File: src/rtl/ps_issuer_pkg.sv
// ps_issuer_pkg: shared types and helpers for the PS request issuer and its
// credit counter.
//   ps_issuer_state_t     - issuer state machine encoding
//   PS_REQ_READ/WRITE     - cmd_write encodings
//   credit_w(n)           - bits needed to hold a count of 0..n
package ps_issuer_pkg;

   typedef enum logic [1:0] {
      ST_RUN     = 2'd0,
      ST_BLOCKED = 2'd1,
      ST_DRAIN   = 2'd2,
      ST_DRAINED = 2'd3
   } ps_issuer_state_t;

   localparam logic PS_REQ_READ  = 1'b0;
   localparam logic PS_REQ_WRITE = 1'b1;

   // Width of a counter that must represent 0..n inclusive.
   function automatic int unsigned credit_w(input int unsigned n);
      return $clog2(n + 1);
   endfunction

endpackage

File: src/rtl/ps_credit_counter.sv
// ps_credit_counter: up/down credit counter bounded to 0..MAX.
// Ports:
//   clk, rst   - clock, synchronous active-high reset
//   inc        - take one credit (ignored while full)
//   dec        - return one credit (ignored while empty)
//   count      - credits currently in use
//   full       - count == MAX
//   empty      - count == 0
//   underflow  - combinational: dec seen while empty
module ps_credit_counter
   import ps_issuer_pkg::*;
#(
   parameter int unsigned MAX = 128
) (
   input  logic                     clk,
   input  logic                     rst,
   input  logic                     inc,
   input  logic                     dec,
   output logic [credit_w(MAX)-1:0] count,
   output logic                     full,
   output logic                     empty,
   output logic                     underflow
);

   localparam int unsigned CW = credit_w(MAX);

   logic inc_eff;
   logic dec_eff;

   assign full      = (count == CW'(MAX));
   assign empty     = (count == '0);
   assign underflow = dec & empty;
   assign inc_eff   = inc & ~full;
   assign dec_eff   = dec & ~empty;

   // Simultaneous inc and dec cancel out.
   always_ff @(posedge clk) begin
      if (rst) begin
         count <= '0;
      end else if (inc_eff && !dec_eff) begin
         count <= count + CW'(1);
      end else if (dec_eff && !inc_eff) begin
         count <= count - CW'(1);
      end
   end

endmodule

File: src/rtl/ps_request_issuer.sv
// ps_request_issuer: credit-based issuer of single-cycle PS read/write request
// pulses, one credit per response-FIFO entry so the FIFO cannot overflow.
// Optional watchdog: define PS_ISSUER_TIMEOUT_EN to add the sticky `timeout`
// output and its cycle counter.
// Ports:
//   clk, rst                      - clock, synchronous active-high reset
//   cmd_valid/cmd_ready           - command handshake
//   cmd_write, cmd_addr, cmd_wdata- command payload
//   ps_arvalid, ps_wvalid         - one-cycle request pulses (registered)
//   ps_addr, ps_wdata             - request payload, held between pulses
//   resp_pop                      - response consumed, returns a credit
//   drain_req, drained            - quiesce request / quiesced status
//   outstanding                   - credits in use
//   err_credit                    - sticky: pop seen with nothing outstanding
//   timeout                       - sticky watchdog (PS_ISSUER_TIMEOUT_EN only)
module ps_request_issuer
   import ps_issuer_pkg::*;
#(
   parameter int unsigned ADDR_WIDTH     = 32,
   parameter int unsigned DATA_WIDTH     = 32,
   parameter int unsigned CREDITS        = 128,
   parameter int unsigned TIMEOUT_CYCLES = 4096
) (
   input  logic                         clk,
   input  logic                         rst,
   input  logic                         cmd_valid,
   output logic                         cmd_ready,
   input  logic                         cmd_write,
   input  logic [ADDR_WIDTH-1:0]        cmd_addr,
   input  logic [DATA_WIDTH-1:0]        cmd_wdata,
   output logic                         ps_arvalid,
   output logic                         ps_wvalid,
   output logic [ADDR_WIDTH-1:0]        ps_addr,
   output logic [DATA_WIDTH-1:0]        ps_wdata,
   input  logic                         resp_pop,
   input  logic                         drain_req,
   output logic                         drained,
   output logic [credit_w(CREDITS)-1:0] outstanding,
   output logic                         err_credit
`ifdef PS_ISSUER_TIMEOUT_EN
  ,output logic                         timeout
`endif
);

   localparam int unsigned CW = credit_w(CREDITS);

   ps_issuer_state_t state;
   ps_issuer_state_t state_nxt;

   logic accept;
   logic full;
   logic empty;
   logic underflow;
   logic pop_eff;

   assign accept  = cmd_valid & cmd_ready;
   assign pop_eff = resp_pop & ~empty;
   assign drained = (state == ST_DRAINED);

   ps_credit_counter #(
      .MAX (CREDITS)
   ) u_credits (
      .clk       (clk),
      .rst       (rst),
      .inc       (accept),
      .dec       (resp_pop),
      .count     (outstanding),
      .full      (full),
      .empty     (empty),
      .underflow (underflow)
   );

   // State register.
   always_ff @(posedge clk) begin
      if (rst) begin
         state <= ST_RUN;
      end else begin
         state <= state_nxt;
      end
   end

   // Next state and command acceptance. In RUN a raised drain_req withholds
   // ready so a command presented alongside it is never handshaken.
   always_comb begin
      state_nxt = state;
      cmd_ready = 1'b0;
      unique case (state)
         ST_RUN: begin
            cmd_ready = ~full & ~drain_req;
            if (drain_req) begin
               state_nxt = ST_DRAIN;
            end else if (accept && !pop_eff && (outstanding == CW'(CREDITS - 1))) begin
               state_nxt = ST_BLOCKED;
            end
         end
         ST_BLOCKED: begin
            if (drain_req) begin
               state_nxt = ST_DRAIN;
            end else if (resp_pop) begin
               state_nxt = ST_RUN;
            end
         end
         ST_DRAIN: begin
            // Also finishes on the pop that returns the last credit.
            if (empty || ((outstanding == CW'(1)) && resp_pop)) begin
               state_nxt = ST_DRAINED;
            end
         end
         ST_DRAINED: begin
            if (!drain_req) begin
               state_nxt = ST_RUN;
            end
         end
         default: begin
            state_nxt = ST_RUN;
         end
      endcase
   end

   // Request pulses and held payload; write data only moves on writes.
   always_ff @(posedge clk) begin
      if (rst) begin
         ps_arvalid <= 1'b0;
         ps_wvalid  <= 1'b0;
         ps_addr    <= '0;
         ps_wdata   <= '0;
      end else begin
         ps_arvalid <= accept & (cmd_write == PS_REQ_READ);
         ps_wvalid  <= accept & (cmd_write == PS_REQ_WRITE);
         if (accept) begin
            ps_addr <= cmd_addr;
            if (cmd_write == PS_REQ_WRITE) begin
               ps_wdata <= cmd_wdata;
            end
         end
      end
   end

   // Sticky credit error.
   always_ff @(posedge clk) begin
      if (rst) begin
         err_credit <= 1'b0;
      end else if (underflow) begin
         err_credit <= 1'b1;
      end
   end

`ifdef PS_ISSUER_TIMEOUT_EN
   localparam int unsigned TW = $clog2(TIMEOUT_CYCLES + 1);

   logic [TW-1:0] to_cnt;

   // Watchdog: counts cycles with credits out and no response progress.
   always_ff @(posedge clk) begin
      if (rst) begin
         to_cnt  <= '0;
         timeout <= 1'b0;
      end else begin
         if (resp_pop || empty) begin
            to_cnt <= '0;
         end else if (to_cnt != TW'(TIMEOUT_CYCLES)) begin
            to_cnt <= to_cnt + TW'(1);
         end
         if (!resp_pop && !empty && (to_cnt == TW'(TIMEOUT_CYCLES - 1))) begin
            timeout <= 1'b1;
         end
      end
   end
`else
   logic unused_timeout_cfg;
   assign unused_timeout_cfg = ^32'(TIMEOUT_CYCLES);
`endif

endmodule
File: config.mk
export PLATFORM = sky130hd
export DESIGN_NAME = ps_request_issuer
export DESIGN_NICKNAME = d
export VERILOG_FILES = /design/src/rtl/ps_issuer_pkg.sv /design/src/rtl/ps_credit_counter.sv /design/src/rtl/ps_request_issuer.sv
export SDC_FILE = /design/constraint.sdc
export NUM_CORES = 1
export LEC_CHECK = 0
export ABC_AREA = 1
export CORE_MARGIN = 2
export CORE_UTILIZATION = 44
export DETAILED_ROUTE_END_ITERATION = 8
export HOLD_SLACK_MARGIN = 0.1
export PLACE_DENSITY = 0.95
export SYNTH_ARGS = -nofsm -noshare
export SYNTH_HDL_FRONTEND = slang
export SYNTH_SLANG_ARGS = --single-unit
File: constraint.sdc
create_clock -name clk -period 5.8 [get_ports clk]
set_clock_uncertainty 0.05 [all_clocks]
set_input_delay 0.87 -clock clk [delete_from_list [all_inputs] [get_ports clk]]
set_output_delay 0.87 -clock clk [all_outputs]
set_load 0.03 [all_outputs]
== Word-level counts from Yosys, hierarchy flattened ==
Cells that the tools add are included.
Storage, ports and cells
  word-level logic and storage cells: 53
  output and inout port bits: 77
  register bits: 77
  bits of input ports: 70
Cells by class
  add/subtract/negate cells: 2
  equal/unequal tests: 10
  reductions and logical operators: 13
  bitwise logic cells: 11
  muxes and demuxes: 10
Operators with widths (count)
  $mux W8: 2
  $mux W2: 6
  $add A8 B1 Y8 const B: 1
  $eq A8 B1 Y1 const B: 1
  $eq A8 B7 Y1 const B: 1
  $eq A8 B8 Y1 const B: 1
  $logic_not A8 Y1: 1
  $pmux W2 S4: 1
  $sub A8 B1 Y8 const B: 1
  $and A1 B1 Y1: 7
  $ne A3 B3 Y1 const B: 2
  $logic_and A1 B1 Y1: 5
  $eq A2 B2 Y1 const B: 2
  $ne A2 B2 Y1 const B: 2
  $not A1 Y1: 4
  $reduce_and A4 Y1: 1
  $eq A2 B1 Y1 const B: 1
  $logic_not A1 Y1: 2
  $logic_not A2 Y1: 1
  $reduce_and A2 Y1: 1
  $reduce_bool A2 Y1: 1
  $logic_or A1 B1 Y1: 1
  $mux W1: 1

== Logic depth before layout (Yosys ltp) ==
  word-level depth: 10
  mapped depth: 18
  depth with buffers taken out: 15

== By module ==
From an unflattened synthesis, not the netlist that was laid out.
Second synthesis, totals
  cell total of the unflattened synthesis: 444
  area, all modules: 3255.6 um2
By module, submodules not included
  ps_request_issuer: area an instance 2549.9 um2, cells each 338, times used 1, seq. area each 1381.3 um2
  ps_credit_counter: area an instance 705.7 um2, cells each 106, times used 1, seq. area each 160.2 um2

== Worst setup path before layout ==
OpenSTA, ideal clock, no wires.
  path kind: input port to flip-flop
  from: input drain_req
  to: register u_credits.count[7]
  arrival: 2.542 ns
  buffers on the path: 3
  required time: 5.622 ns
  setup time: 0.128 ns
  stages: 13
  setup slack: 3.080 ns
  cells stage by stage: nor3_1 > nand2_1 > nor2_4 > buf_12 > clkbuf_8 > ha_1 > buf_2 > inv_1 > o21ai_0 > nand3_1 > nor2_1 > xnor2_1 > nor2_1
Between the ends
  longest elaborated chain between the ends: 8
  elaborated cells between the ends (all ways): 10
RTL lines
  from (decl): line ps_request_issuer.sv:36  | input logic drain_req,
  $not A1 Y1 *: line ps_request_issuer.sv:89  | cmd_ready = ~full & ~drain_req;
  $and A1 B1 Y1 *: line ps_request_issuer.sv:89
  $mux W1 *: line ps_request_issuer.sv:87  | unique case (state)
  $and A1 B1 Y1 *: line ps_request_issuer.sv:56  | assign accept = cmd_valid & cmd_ready;
  $and A1 B1 Y1 *: line ps_credit_counter.sv:33  | assign inc_eff = inc & ~full;
  $logic_not A1 Y1: line ps_credit_counter.sv:42  | end else if (dec_eff && !inc_eff) begin
  $logic_and A1 B1 Y1: line ps_credit_counter.sv:42
  $reduce_bool A2 Y1 (no source line)
  to (signal assigned): line ps_credit_counter.sv:41  | count <= count + CW'(1);
  to (signal assigned): line ps_credit_counter.sv:43  | count <= count - CW'(1);
  to (decl): line ps_credit_counter.sv:19  | output logic [credit_w(MAX)-1:0] count,
Mark *: on every way between the ends. The rest lies on a longest branch, timed or not.
A chain may end at the register's enable or synchronous reset.

== Worst setup path in the final report ==
  from: input drain_req
  to: output cmd_ready
Between the ends
  longest elaborated chain between the ends: 3
RTL lines
  $not A1 Y1: line ps_request_issuer.sv:89
  $and A1 B1 Y1: line ps_request_issuer.sv:89
  $mux W1: line ps_request_issuer.sv:87
  to (decl): line ps_request_issuer.sv:27  | output logic cmd_ready,
Every way passes these cells.

==> impl_metrics.json <==
{
  "status": "finished, final reports clean",
  "max_freq_mhz": 296,
  "fp.dieH_um": 88.8,
  "worstHoldPathType": "reg2reg",
  "first_pass_iters": 4,
  "insertion_delay_ns": 0.34,
  "areaGrowthSynthToFinish_pct": 48.7,
  "io_pins": 147,
  "hold_buffers": 0,
  "drt-initial-drc-count": 215,
  "synth_compound_gate_area_share_pct": 15.3,
  "grt_pass1_vias": 3020,
  "globalRouteOverflowTotal": 0,
  "rsz0062_at_grt": "false",
  "period_share_pct": 58.2,
  "synth_seq_cells": 77,
  "crit_type": "in2out",
  "grt_max_degree": 48,
  "cts_post_setup_buffers_inserted": 0,
  "synth_fa_ha_area_share_pct": 1.98,
  "antenna_found_initial": 0,
  "slew_headroom_pct": 30.0,
  "synth_area_per_cell_um2": 7.83,
  "powerDensity_nw_per_um2": 404,
  "muxShareOfSynthArea_pct": 0,
  "synthSimpleGateAreaFrac_pct": 22.9,
  "drc": 0,
  "layout-drive-gt1-share_pct": 4.05,
  "core_um2": 6870,
  "cap_violations": 0,
  "yosys.area_share.xor_xnor_pct": 0.554,
  "regArea_um2": 1540,
  "cp.required_ns": 4.88,
  "cts.htree.levels": 3,
  "fin_crit_ns": 3.37,
  "cts_root_buffer": "clkbuf_8",
  "yosysMostFrequentCell": "nor2_1",
  "crit_fanout": 4,
  "hold_viol": 0,
  "synth_top_cell_area_share_pct": 48.7,
  "syn_area_um2": 3160,
  "groute.usage.overall_pct": 22.8,
  "drt_wl_total_um": 8900,
  "cts_tree": "yes",
  "clockBufferDepth": 2,
  "yosysWarningCount": 0,
  "tightestPinTransition_ns": 1.05,
  "cts_resized": 0,
  "gp_congestion": 0.910,
  "dp_hpwl_um": 6290,
  "synth_commonest_cells": "nor2_1, dfxtp_1, a21oi_1",
  "synth-edff-count": 0,
  "tns_ns": 0,
  "dieArea_um2": 7880,
  "synth_nets": 479,
  "maxSlewViolCount": 0,
  "vias": 3198,
  "nNetsFinal": 613,
  "rows": 30,
  "power_leakage_nw": 1.83,
  "finalSetupViolCount": 0,
  "postRouteAntennaNets": 0,
  "path_clk_slew_ns": 0.07,
  "cts-buffers-inserted": 9,
  "crit_arrival_ns": 2.45,
  "synthArstFlopShare_pct": 0,
  "antennaDiodeCount": 0,
  "synth_ff_type": "dfxtp_1",
  "grt_pass1_wl_um": 13800,
  "synthCells": 404,
  "fillers": 559,
  "synth_top_cell_by_area": "dfxtp_1",
  "viasPerCell": 5.00,
  "totalPowerFinal_w": 0.00190,
  "synth.area.top_cells": "dfxtp_1, nor2_1, a21oi_1",
  "synth_seq_area_share_pct": 48.7,
  "ir_drop_v": 0.000239,
  "synth_top_family_by_area": "simple AND/OR/NAND/NOR gates",
  "wl_per_cell_um": 13.9,
  "portBuffers": 146,
  "synth_cell_type_count": 23,
  "start_util_pct": 46.0,
  "cts.sinks": 77,
  "die_w_um": 88.8,
  "multi_input_area_um2": 1290,
  "end_kind": "output port",
  "start_kind": "primary input"
}
[layout by cell type, fill, tap and decap left out]
cell / count
clkdlybuf4s50_1: 146
nor2_1: 83
dfxtp_1: 77
a21oi_1: 47
nand2_1: 46
nand3_1: 40
o21ai_0: 38
inv_1: 22
clkbuf_8: 11
o21ai_1: 10
ha_1: 5
buf_4: 3
nor3_1: 2
xnor2_1: 2
nand4_1: 2
clkinv_2: 2
clkinvlp_4: 2
inv_2: 1
nor2_4: 1
o21bai_1: 1
or2_2: 1
inv_6: 1
[cell families after synthesis]
family | count (synthesis)
adder cells (fa/ha/maj) | 5
flip-flops | 77
AND/OR/NAND/NOR | 175
AO/OA/AOI/OAI | 96
XOR/XNOR | 2
buffers and inverters | 49
[layer usage]
metal,track usage (%),vias to the layer above,wire length (µm)
li1,-,1584,-
met4,10.7,0,250
met3,5.32,24,704
met5,0,-,0
met1,28.0,1438,3660
met2,37.7,152,4280
[path summary, 6_finish.rpt]
path,startpoint,slack [ns],depth (start not counted),end
max,drain_req,2.43,5,cmd_ready
min,ps_wdata[2],0.42,2,ps_wdata[2]
max reg2reg,u_credits.count[0],2.88,14,u_credits.count[7]
min reg2reg,ps_wdata[2],0.42,2,ps_wdata[2]
[cell type report]
| type | count | share of cell area [%] |
|---|---|---|
| Clock buffer | 11 | 3.22 |
| Clock inverter | 5 | 0.718 |
| Inverter | 23 | 1.84 |
| Multi-Input combinational cell | 278 | 27.4 |
| Sequential cell | 77 | 32.8 |
| Tap cell | 96 | 2.55 |
| Timing Repair Buffer | 149 | 31.5 |
[registers in the layout (all words and copies together) (netlist names)]
name,count
err_credit,1
ps_wdata,32
ps_arvalid,1
u_credits.count,8
ps_wvalid,1
state,2
ps_addr,32
[power by group]
group	switching (W)	leakage [nW]	internal (W)
clock	0.000195	0.0917	0.000179
sequential	0.0000729	0.629	0.000625
combinational	0.000506	1.11	0.000324
[metrics by stage]
stage | hold slack, ns | area, µm² | setup slack, ns | utilization, % | cells
5_1_grt | 0.431 | 4700 | 2.33 | 68.5 | 639
3_5_place_dp | 0.406 | 4520 | 2.28 | 65.8 | 623
2_1_floorplan | 0.515 | 3160 | 3.08 | - | 404
6_report | 0.417 | 4700 | 2.43 | 68.5 | 639
4_1_cts | 0.417 | 4700 | 2.43 | 68.5 | 639
3_3_place_gp | 0.398 | 4520 | 2.42 | 65.8 | 623
[worst max-delay path, cell delays in order]
cell and delay, ns:
clkdlybuf4s50_1 0.47, nor3_1 0.23, nand2_1 0.14, inv_1 0.08, clkdlybuf4s50_1 0.66
No activity file was read; power rests on OpenSTA's default activity.
